### src/rtl/mod13_seg_monitor.sv
// Receive-side checker: decodes active-low 7-segment samples, locks onto the mod-N count, flags/counts sequence errors.
// Latency 1 cycle from a seg_valid sample to every output; no backpressure, state holds while seg_valid=0.
module mod13_seg_monitor #(
  parameter int MODULUS    = 13,
  parameter int LOCK_COUNT = 2,
  parameter int ERR_W      = 8
) (
  input  logic             clk,
  input  logic             reset,
  input  logic [6:0]       seg,
  input  logic             seg_valid,
  output logic [3:0]       value,
  output logic             code_ok,
  output logic             locked,
  output logic             seq_err,
  output logic             wrap,
  output logic [ERR_W-1:0] err_count
);

  typedef enum logic {HUNT = 1'b0, LOCKED = 1'b1} state_t;

  state_t     state, state_nxt;
  logic [2:0] match_cnt, match_nxt;
  logic [3:0] prev;
  logic [3:0] dec_val;
  logic       dec_hit;
  logic       dec_legal;
  logic [3:0] inc_val;
  logic       is_hold, is_inc, is_err;
  logic       seq_err_nxt, wrap_nxt;
  logic       err_sat;

  always_comb begin
    dec_val = 4'd0;
    dec_hit = 1'b1;
    case (seg)
      7'h40:   dec_val = 4'd0;
      7'h79:   dec_val = 4'd1;
      7'h24:   dec_val = 4'd2;
      7'h30:   dec_val = 4'd3;
      7'h19:   dec_val = 4'd4;
      7'h12:   dec_val = 4'd5;
      7'h02:   dec_val = 4'd6;
      7'h78:   dec_val = 4'd7;
      7'h00:   dec_val = 4'd8;
      7'h10:   dec_val = 4'd9;
      7'h08:   dec_val = 4'd10;
      7'h03:   dec_val = 4'd11;
      7'h46:   dec_val = 4'd12;
      default: dec_hit = 1'b0;
    endcase
  end

  // A glyph that exists but lies outside the configured modulus is treated as garbage.
  assign dec_legal = dec_hit && (dec_val < 4'(MODULUS));
  assign inc_val   = (prev == 4'(MODULUS - 1)) ? 4'd0 : prev + 4'd1;
  assign is_hold   = dec_legal && (dec_val == prev);
  assign is_inc    = dec_legal && !is_hold && (dec_val == inc_val);
  assign is_err    = !is_hold && !is_inc;
  assign err_sat   = &err_count;

  always_ff @(posedge clk or posedge reset) begin
    if (reset) begin
      state     <= HUNT;
      match_cnt <= 3'd0;
    end else begin
      state     <= state_nxt;
      match_cnt <= match_nxt;
    end
  end

  always_comb begin
    state_nxt = state;
    match_nxt = match_cnt;
    if (seg_valid) begin
      case (state)
        HUNT: begin
          if (is_inc) begin
            if (match_cnt + 3'd1 == 3'(LOCK_COUNT)) begin
              state_nxt = LOCKED;
              match_nxt = 3'd0;
            end else begin
              match_nxt = match_cnt + 3'd1;
            end
          end else if (!is_hold) begin
            match_nxt = 3'd0;
          end
        end
        LOCKED: begin
          if (is_err) begin
            state_nxt = HUNT;
            match_nxt = 3'd0;
          end
        end
        default: begin
          state_nxt = HUNT;
          match_nxt = 3'd0;
        end
      endcase
    end
  end

  always_comb begin
    seq_err_nxt = 1'b0;
    wrap_nxt    = 1'b0;
    if (seg_valid && state == LOCKED) begin
      seq_err_nxt = is_err;
      wrap_nxt    = is_inc && (prev == 4'(MODULUS - 1));
    end
  end

  assign locked = (state == LOCKED);

  // prev only follows legal samples so an illegal glyph cannot corrupt the reference.
  always_ff @(posedge clk or posedge reset) begin
    if (reset) begin
      value     <= 4'd0;
      code_ok   <= 1'b0;
      seq_err   <= 1'b0;
      wrap      <= 1'b0;
      err_count <= '0;
      prev      <= 4'd0;
    end else begin
      seq_err <= seq_err_nxt;
      wrap    <= wrap_nxt;
      if (seg_valid) begin
        code_ok <= dec_legal;
        if (dec_legal) begin
          value <= dec_val;
          prev  <= dec_val;
        end
      end
      if (seq_err_nxt && !err_sat) begin
        err_count <= err_count + ERR_W'(1);
      end
    end
  end

endmodule

### config.mk
export PLATFORM = sky130hd
export DESIGN_NAME = mod13_seg_monitor
export DESIGN_NICKNAME = d
export VERILOG_FILES = /design/src/rtl/mod13_seg_monitor.sv
export SDC_FILE = /design/constraint.sdc
export NUM_CORES = 1
export LEC_CHECK = 0
export CAP_MARGIN = 20
export CORE_ASPECT_RATIO = 1.1
export CORE_UTILIZATION = 25
export CTS_CLUSTER_DIAMETER = 120
export DETAILED_ROUTE_END_ITERATION = 6
export PLACE_DENSITY = 0.58
export SYNTH_ARGS = -nofsm -noshare
export SYNTH_HDL_FRONTEND = slang
export SYNTH_SLANG_ARGS = --single-unit
### constraint.sdc
create_clock -name clk -period 1.9 [get_ports clk]
set_input_delay 0.38 -clock clk [delete_from_list [all_inputs] [get_ports clk]]
set_output_delay 0.38 -clock clk [all_outputs]
set_load 0.03 [all_outputs]
==> impl_metrics.json, run 1 <==
{
  "synth_area_per_cell_um2": 9.433,
  "netlist_top_cells_area": "dfrtp_1 (33%), xnor2_1 (7.8%), ha_1 (4.3%)",
  "timing.final.ws_setup_ns": -0.3619,
  "critical_path_class": "primary input to flop",
  "wl_per_cell_um": 13.15,
  "p_leak_nw": 0.9673,
  "synth_edf_count": 0,
  "met2_usage": 0.2387,
  "synth_top_area_share": 0.3273,
  "clkSinkCount": 19,
  "diodes": 0,
  "layoutNonFillerInstCount": 288,
  "routed_wirelength_mm": 3.786,
  "cts_buffer_depth": 2,
  "numPortBuffers": 25,
  "grt_usage": 0.1316,
  "grt_pass1_wl_mm": 6.196,
  "rsz0062_at_grt": "yes",
  "seq_area_um2": 475.5,
  "start_util": 0.2641,
  "grt-ovfl-total": 0,
  "outcome": "complete, but fails checks",
  "tightest_slew_ns": 0.3316,
  "fin_area_um2": 2301,
  "grt_busiest_layer": "met2",
  "dp_slack_ns": -1.104,
  "syn-num-nets": 169,
  "grt_max_degree": 20,
  "area_growth_pct": 58.40,
  "clockRootBuffer": "clkbuf_8",
  "p_per_area_nw_per_um2": 637.8,
  "finalNetCount": 229,
  "synth.distinct_cells": 50,
  "ant_nets": 0,
  "drt-pass1-iter-count": 4,
  "synthFlopType": "dfrtp_1",
  "vias_per_cell": 4.760,
  "fp.dieH_um": 81.95,
  "hpwl_mm": 2.708,
  "ys_seq_elements": 19,
  "hold_violations": 0,
  "clkLatencyLatePin_ns": 0.25,
  "fmax_mhz": 442.1,
  "crit_fanout": 7,
  "drv_slew": 0,
  "met1_usage": 0.1624,
  "fin_worst_skew_ns": 0.006139,
  "drcViolationCount": 0,
  "layout-drive-gt1-share": 0.4038,
  "fp.dieW_um": 74.68,
  "clk_pin_slew_worst_paths_ns": 0.07,
  "multi_input_area_um2": 1092,
  "synth_cells": 154,
  "hp-class": "primary input to asynchronous set/reset pin",
  "rows": 28,
  "layout_common_cells": "buf_4 (30), dfrtp_1 (19), clkdlybuf4s50_1 (17), buf_6 (12), xnor2_1 (10)",
  "layout_min_cycle_time_ns": 2.262,
  "dp.cells": 281,
  "synth_seq_area_share": 0.3273,
  "ys_async_sr_fraction": 1.000,
  "antenna_found_initial": 0,
  "cts_made_buffers": 3,
  "yosysTopAreaCell": "dfrtp_1",
  "io_pins": 26,
  "dpl-instance-area_um2": 2041,
  "drt_iter0_drc": 29,
  "fin_crit_sh": 1.190,
  "required_ns": 2.04,
  "drv_cap": 0,
  "relSlewSlack": 0.7758,
  "final_core_util": 0.4183,
  "met3_usage": 0.01227,
  "die_area_um2": 6120,
  "final_common_cell": "buf_4",
  "grt_pass1_vias": 1360,
  "ir_drop_mv": 0.3852,
  "arrival_ns": 2.41,
  "setup-violations-final": 14,
  "fillCellCount": 562,
  "place_congestion": 0.7394,
  "cts_tree": "done",
  "htreeDepth": 1,
  "core_um2": 5500,
  "violations": "setup timing",
  "syn_area_um2": 1453,
  "cp-start-kind": "primary input",
  "end_kind": "flop",
  "vias": 1371,
  "ys.warnings.count": 0
}
per-layer routing:
metal  vias up  wire, µm
met3         2        92
met4         0        20
met5         -         0
met1       654      1708
li1        696         -
met2        19      1964
registers in the layout, indices dropped and copies added, names as in the netlist:
signal and flops:
err_count 8, prev 4, match_cnt 3, code_ok 1
locked 1, seq_err 1, wrap 1
final cells by class:
| type | instances | share of cell area |
|---|---|---|
| clock buffers | 3 | 0.01794 |
| flip-flops and latches | 19 | 0.2066 |
| inverters | 8 | 0.01305 |
| repair buffers | 64 | 0.2447 |
| clock inverters | 1 | 0.002175 |
| well taps | 75 | 0.04078 |
| multi-input cells | 118 | 0.4747 |
repair_timing:
item / 4_1_cts / 5_1_grt
setup endpoints to repair: 19 / 20
pin swaps: 13 / 11
buffers inserted: 1 / 3
resized for setup: 53 / 23
hold buffers: 0 / 0
worst max-delay path: stages:
cell	delay, ns
buf_6	0.10
buf_6	0.11
or3b_4	0.36
a211o_4	0.38
a22o_1	0.22
a22oi_2	0.20
nand4_4	0.18
nand4_1	0.16
mux2_4	0.30
logic make-up (layout without fill, tap and decap cells):
family                     Yosys count  after routing  share of synthesized area
DFF                                 19             19                     0.3273
buffers and inverters               17             76                    0.05943
and+or+nand+nor                     60             60                     0.2696
xor gates and xnor gates            14             14                    0.08441
AOI/OAI and AO/OA                   37             37                     0.2007
adders and majority gates            5              5                    0.04307
muxes                                2              2                    0.01550
report_power, final:
part | switching [mW] | internal (mW) | total, mW
clock network | 0.129 | 0.146 | 0.275
logic | 0.389 | 0.336 | 0.725
registers | 0.0261 | 0.442 | 0.468
total | 0.544 | 0.923 | 1.47
cells in the mapped netlist, types with 2 or more instances:
cell type / count
and3_1: 2
inv_1: 8
or4_1: 2
a21oi_1: 9
o21ai_0: 4
nand2b_1: 5
nor2b_1: 2
nand2_1: 7
ha_1: 5
or3_1: 7
a31oi_1: 2
nand4_1: 5
nor2_1: 6
dfrtp_1: 19
o21ai_1: 4
o2bb2ai_1: 3
o32a_1: 2
clkbuf_1: 6
xnor2_1: 13
nor3_1: 3
nor3b_1: 2
buf_6: 3
nand3_1: 4
mux2_1: 2
nand4b_1: 2
a211o_1: 3
per-stage QoR:
step	TNS [ns]	power, mW	hold WS (ns)
global route	-5.312	1.562	0.4813
finish	-4.021	1.467	0.4388
floorplan	-6.457	0.8559	0.3311
CTS	-4.843	1.446	0.4462
global placement	-17.15	1.103	0.5054
detailed placement	-17.71	1.111	0.5111
path summary, 6_finish.rpt:
check / start / to / slack [ns] / cells past startpoint
setup / recovery: seg[1] / err_count[7] / -0.36 / 9
hold reg to reg: err_count[5] / err_count[5] / 0.52 / 1
max in group asynchronous: reset / err_count[6] / 1.26 / 3
hold / removal: reset / err_count[3] / 0.44 / 3
min in group clk: err_count[5] / err_count[5] / 0.52 / 1
setup reg to reg: prev[0] / err_count[7] / -0.27 / 9
(Power assumes the default switching activity.)
==> inputs of run 2 (changes only) <==
--- a/config.mk
+++ b/config.mk
@@ -10,7 +10,7 @@
 export CORE_UTILIZATION = 25
 export CTS_CLUSTER_DIAMETER = 120
 export DETAILED_ROUTE_END_ITERATION = 6
-export PLACE_DENSITY = 0.58
+export PLACE_DENSITY = 0.56
 export SYNTH_ARGS = -nofsm -noshare
 export SYNTH_HDL_FRONTEND = slang
 export SYNTH_SLANG_ARGS = --single-unit
==> constraint.sdc (replaced) <==
create_clock -name clk -period 2.5 [get_ports clk]
set_input_delay 0.5 -clock clk [delete_from_list [all_inputs] [get_ports clk]]
set_output_delay 0.5 -clock clk [all_outputs]
set_load 0.03 [all_outputs]
==> run 2 against run 1 <==
The flow now finishes without violations; final cell count fell by 1.7%; total power fell by 27%; global-route usage fell by 0.50 points; non-clock buffer count fell by 5; critical path depth fell by 1; clock skew barely moved; hold slack improved by 0.092 ns; register-to-register slack improved by 0.56 ns; worst setup slack improved by 0.43 ns; wire length fell by 1.3%.
==> impl_metrics.json, run 2 (same netlist as run 1, synthesis figures left out) <==
{
  "hold_violations": 0,
  "layout_common_cells": "buf_4 (32), dfrtp_1 (19), clkdlybuf4s50_1 (18), a21oi_1 (9), xnor2_1 (9)",
  "start_util": 0.2641,
  "endpoint": "err_count[7]",
  "cts_buffer_depth": 2,
  "fp.dieW_um": 74.68,
  "hpwl_mm": 2.701,
  "r2r_cells": 8,
  "rows": 28,
  "clockRootBuffer": "clkbuf_8",
  "fin_crit_sh": 0.9731,
  "cts_tree": "done",
  "grt_usage": 0.1266,
  "wl_per_cell_um": 13.20,
  "relSlewSlack": 0.5150,
  "largest_reg_flops": 8,
  "drv_cap": 0,
  "ant_nets": 0,
  "core_um2": 5500,
  "layoutNonFillerInstCount": 283,
  "vias": 1335,
  "cp-start-kind": "primary input",
  "cpMaxStageDelayCell": "a2111o_1",
  "fin_worst_skew_ns": 0.006565,
  "drv_slew": 0,
  "dp.cells": 272,
  "cts_made_buffers": 3,
  "tightest_slew_ns": 0.7267,
  "drt-pass1-iter-count": 5,
  "r2r-end": "err_count[6]",
  "setup-violations-final": 0,
  "grt_pass1_vias": 1380,
  "io_pins": 26,
  "regToRegSetupSlack_ns": 0.29,
  "outcome": "complete, no violations",
  "critical_path_class": "primary input to flop",
  "p_total_mw": 1.075,
  "postCtsHoldBufs": 0,
  "routed_wirelength_mm": 3.737,
  "area_growth_pct": 49.27,
  "fmax_mhz": 411.1,
  "final_common_cell": "buf_4",
  "clkSinkCount": 19,
  "hp-class": "flop to flop",
  "end_kind": "flop",
  "clk_pin_slew_worst_paths_ns": 0.07,
  "p_per_area_nw_per_um2": 495.9,
  "drt_iter0_drc": 43,
  "crit_chain": "buf_8 > or3_1 > a2111o_1 > xnor2_2 > o31ai_4 > a41oi_4 > nand4_1 > mux2_4",
  "whs_path_depth": 1,
  "clkLatencyLatePin_ns": 0.25,
  "p_leak_nw": 0.9163,
  "antenna_found_initial": 0,
  "fillCellCount": 563,
  "ir_drop_mv": 0.2495,
  "vias_per_cell": 4.717,
  "crit_path_start": "seg[2]",
  "dpl-instance-area_um2": 1959,
  "reg_top3": "err_count (8), prev (4), match_cnt (3)",
  "r2r_start": "prev[1]",
  "regMostFlops": "err_count",
  "htreeDepth": 1,
  "grt_max_degree": 20,
  "fp.dieH_um": 81.95,
  "grt-ovfl-total": 0,
  "place_congestion": 0.7658,
  "slowest_delay_ns": 0.46,
  "tns_ns": 0,
  "required_ns": 2.64,
  "die_area_um2": 6120,
  "fin_area_um2": 2168,
  "grt_pass1_wl_mm": 6.016,
  "finalNetCount": 224,
  "numPortBuffers": 25,
  "diodes": 0,
  "layout_min_cycle_time_ns": 2.433,
  "layout-drive-gt1-share": 0.3269,
  "arrival_ns": 2.57,
  "drcViolationCount": 0,
  "final_core_util": 0.3942,
  "crit_fanout": 6
}
[run 2: cell types whose count changed in the layout (fill, tap and decap cells not counted), sizes merged]
cell	delta
dlygate4sd2	+2
clkdlybuf4s15	+1
buf	-8
dlymetal6s2s	-1
clkdlybuf4s50	+1
[run 2: cell type report]
cell class	count	area [µm²]	share of cell area
Tap cell	75	93.84	0.04328
Multi-Input combinational cell	118	1016	0.4685
Sequential cell	19	475.5	0.2193
Inverter	8	30.03	0.01385
Clock inverter	1	5.005	0.002308
Clock buffer	3	41.29	0.01904
Timing Repair Buffer	59	506.7	0.2337
[run 2: worst max-delay path, delay by kind of cell]
| family | cells | cell delay (ns) |
|---|---|---|
| compound gates | 3 | 0.94 |
| xor+xnor | 1 | 0.19 |
| mux | 1 | 0.30 |
| buf+inv | 1 | 0.10 |
| simple gates | 2 | 0.54 |
[run 2: layer usage]
metal / part of all wire / vias to the layer above / GRT usage
met5: 0 / - / 0
met4: 0.0059 / 0 / 0.03396
met3: 0.030 / 2 / 0.01595
met2: 0.51 / 23 / 0.2378
met1: 0.45 / 633 / 0.1485
li1: - / 677 / -
[run 2: worst min-delay path by stage]
stage                             from      endpoint  slack [ns]
after floorplan                  reset       code_ok        0.45
after global placement    err_count[5]  err_count[5]        0.51
after detailed placement  err_count[5]  err_count[5]        0.51
after CTS                 err_count[5]  err_count[5]        0.53
after global routing      match_cnt[2]  match_cnt[2]        0.56
final                     err_count[5]  err_count[5]        0.53
[run 2: metrics by stage]
step / setup WS [ns] / hold WS [ns]
floorplan: -0.07970 / 0.4511
global placement: -0.7182 / 0.5092
detailed placement: -0.7854 / 0.5091
CTS: -0.04166 / 0.5294
global route: -0.03201 / 0.5594
finish: 0.06737 / 0.5310
[run 2: timing repair]
| action | 4_1_cts | 5_1_grt |
|---|---|---|
| gates cloned | 0 | 0 |
| resized for setup | 29 | 14 |
| setup endpoints to repair | 18 | 13 |
| buffers inserted | 4 | 3 |
| pin swaps | 7 | 5 |
[run 2: report_power, final]
group          total [mW]  internal (mW)  switching (mW)
Sequential          0.371          0.336          0.0350
Clock               0.208          0.110          0.0978
Combinational       0.496          0.225           0.271
Total                1.08          0.672           0.404
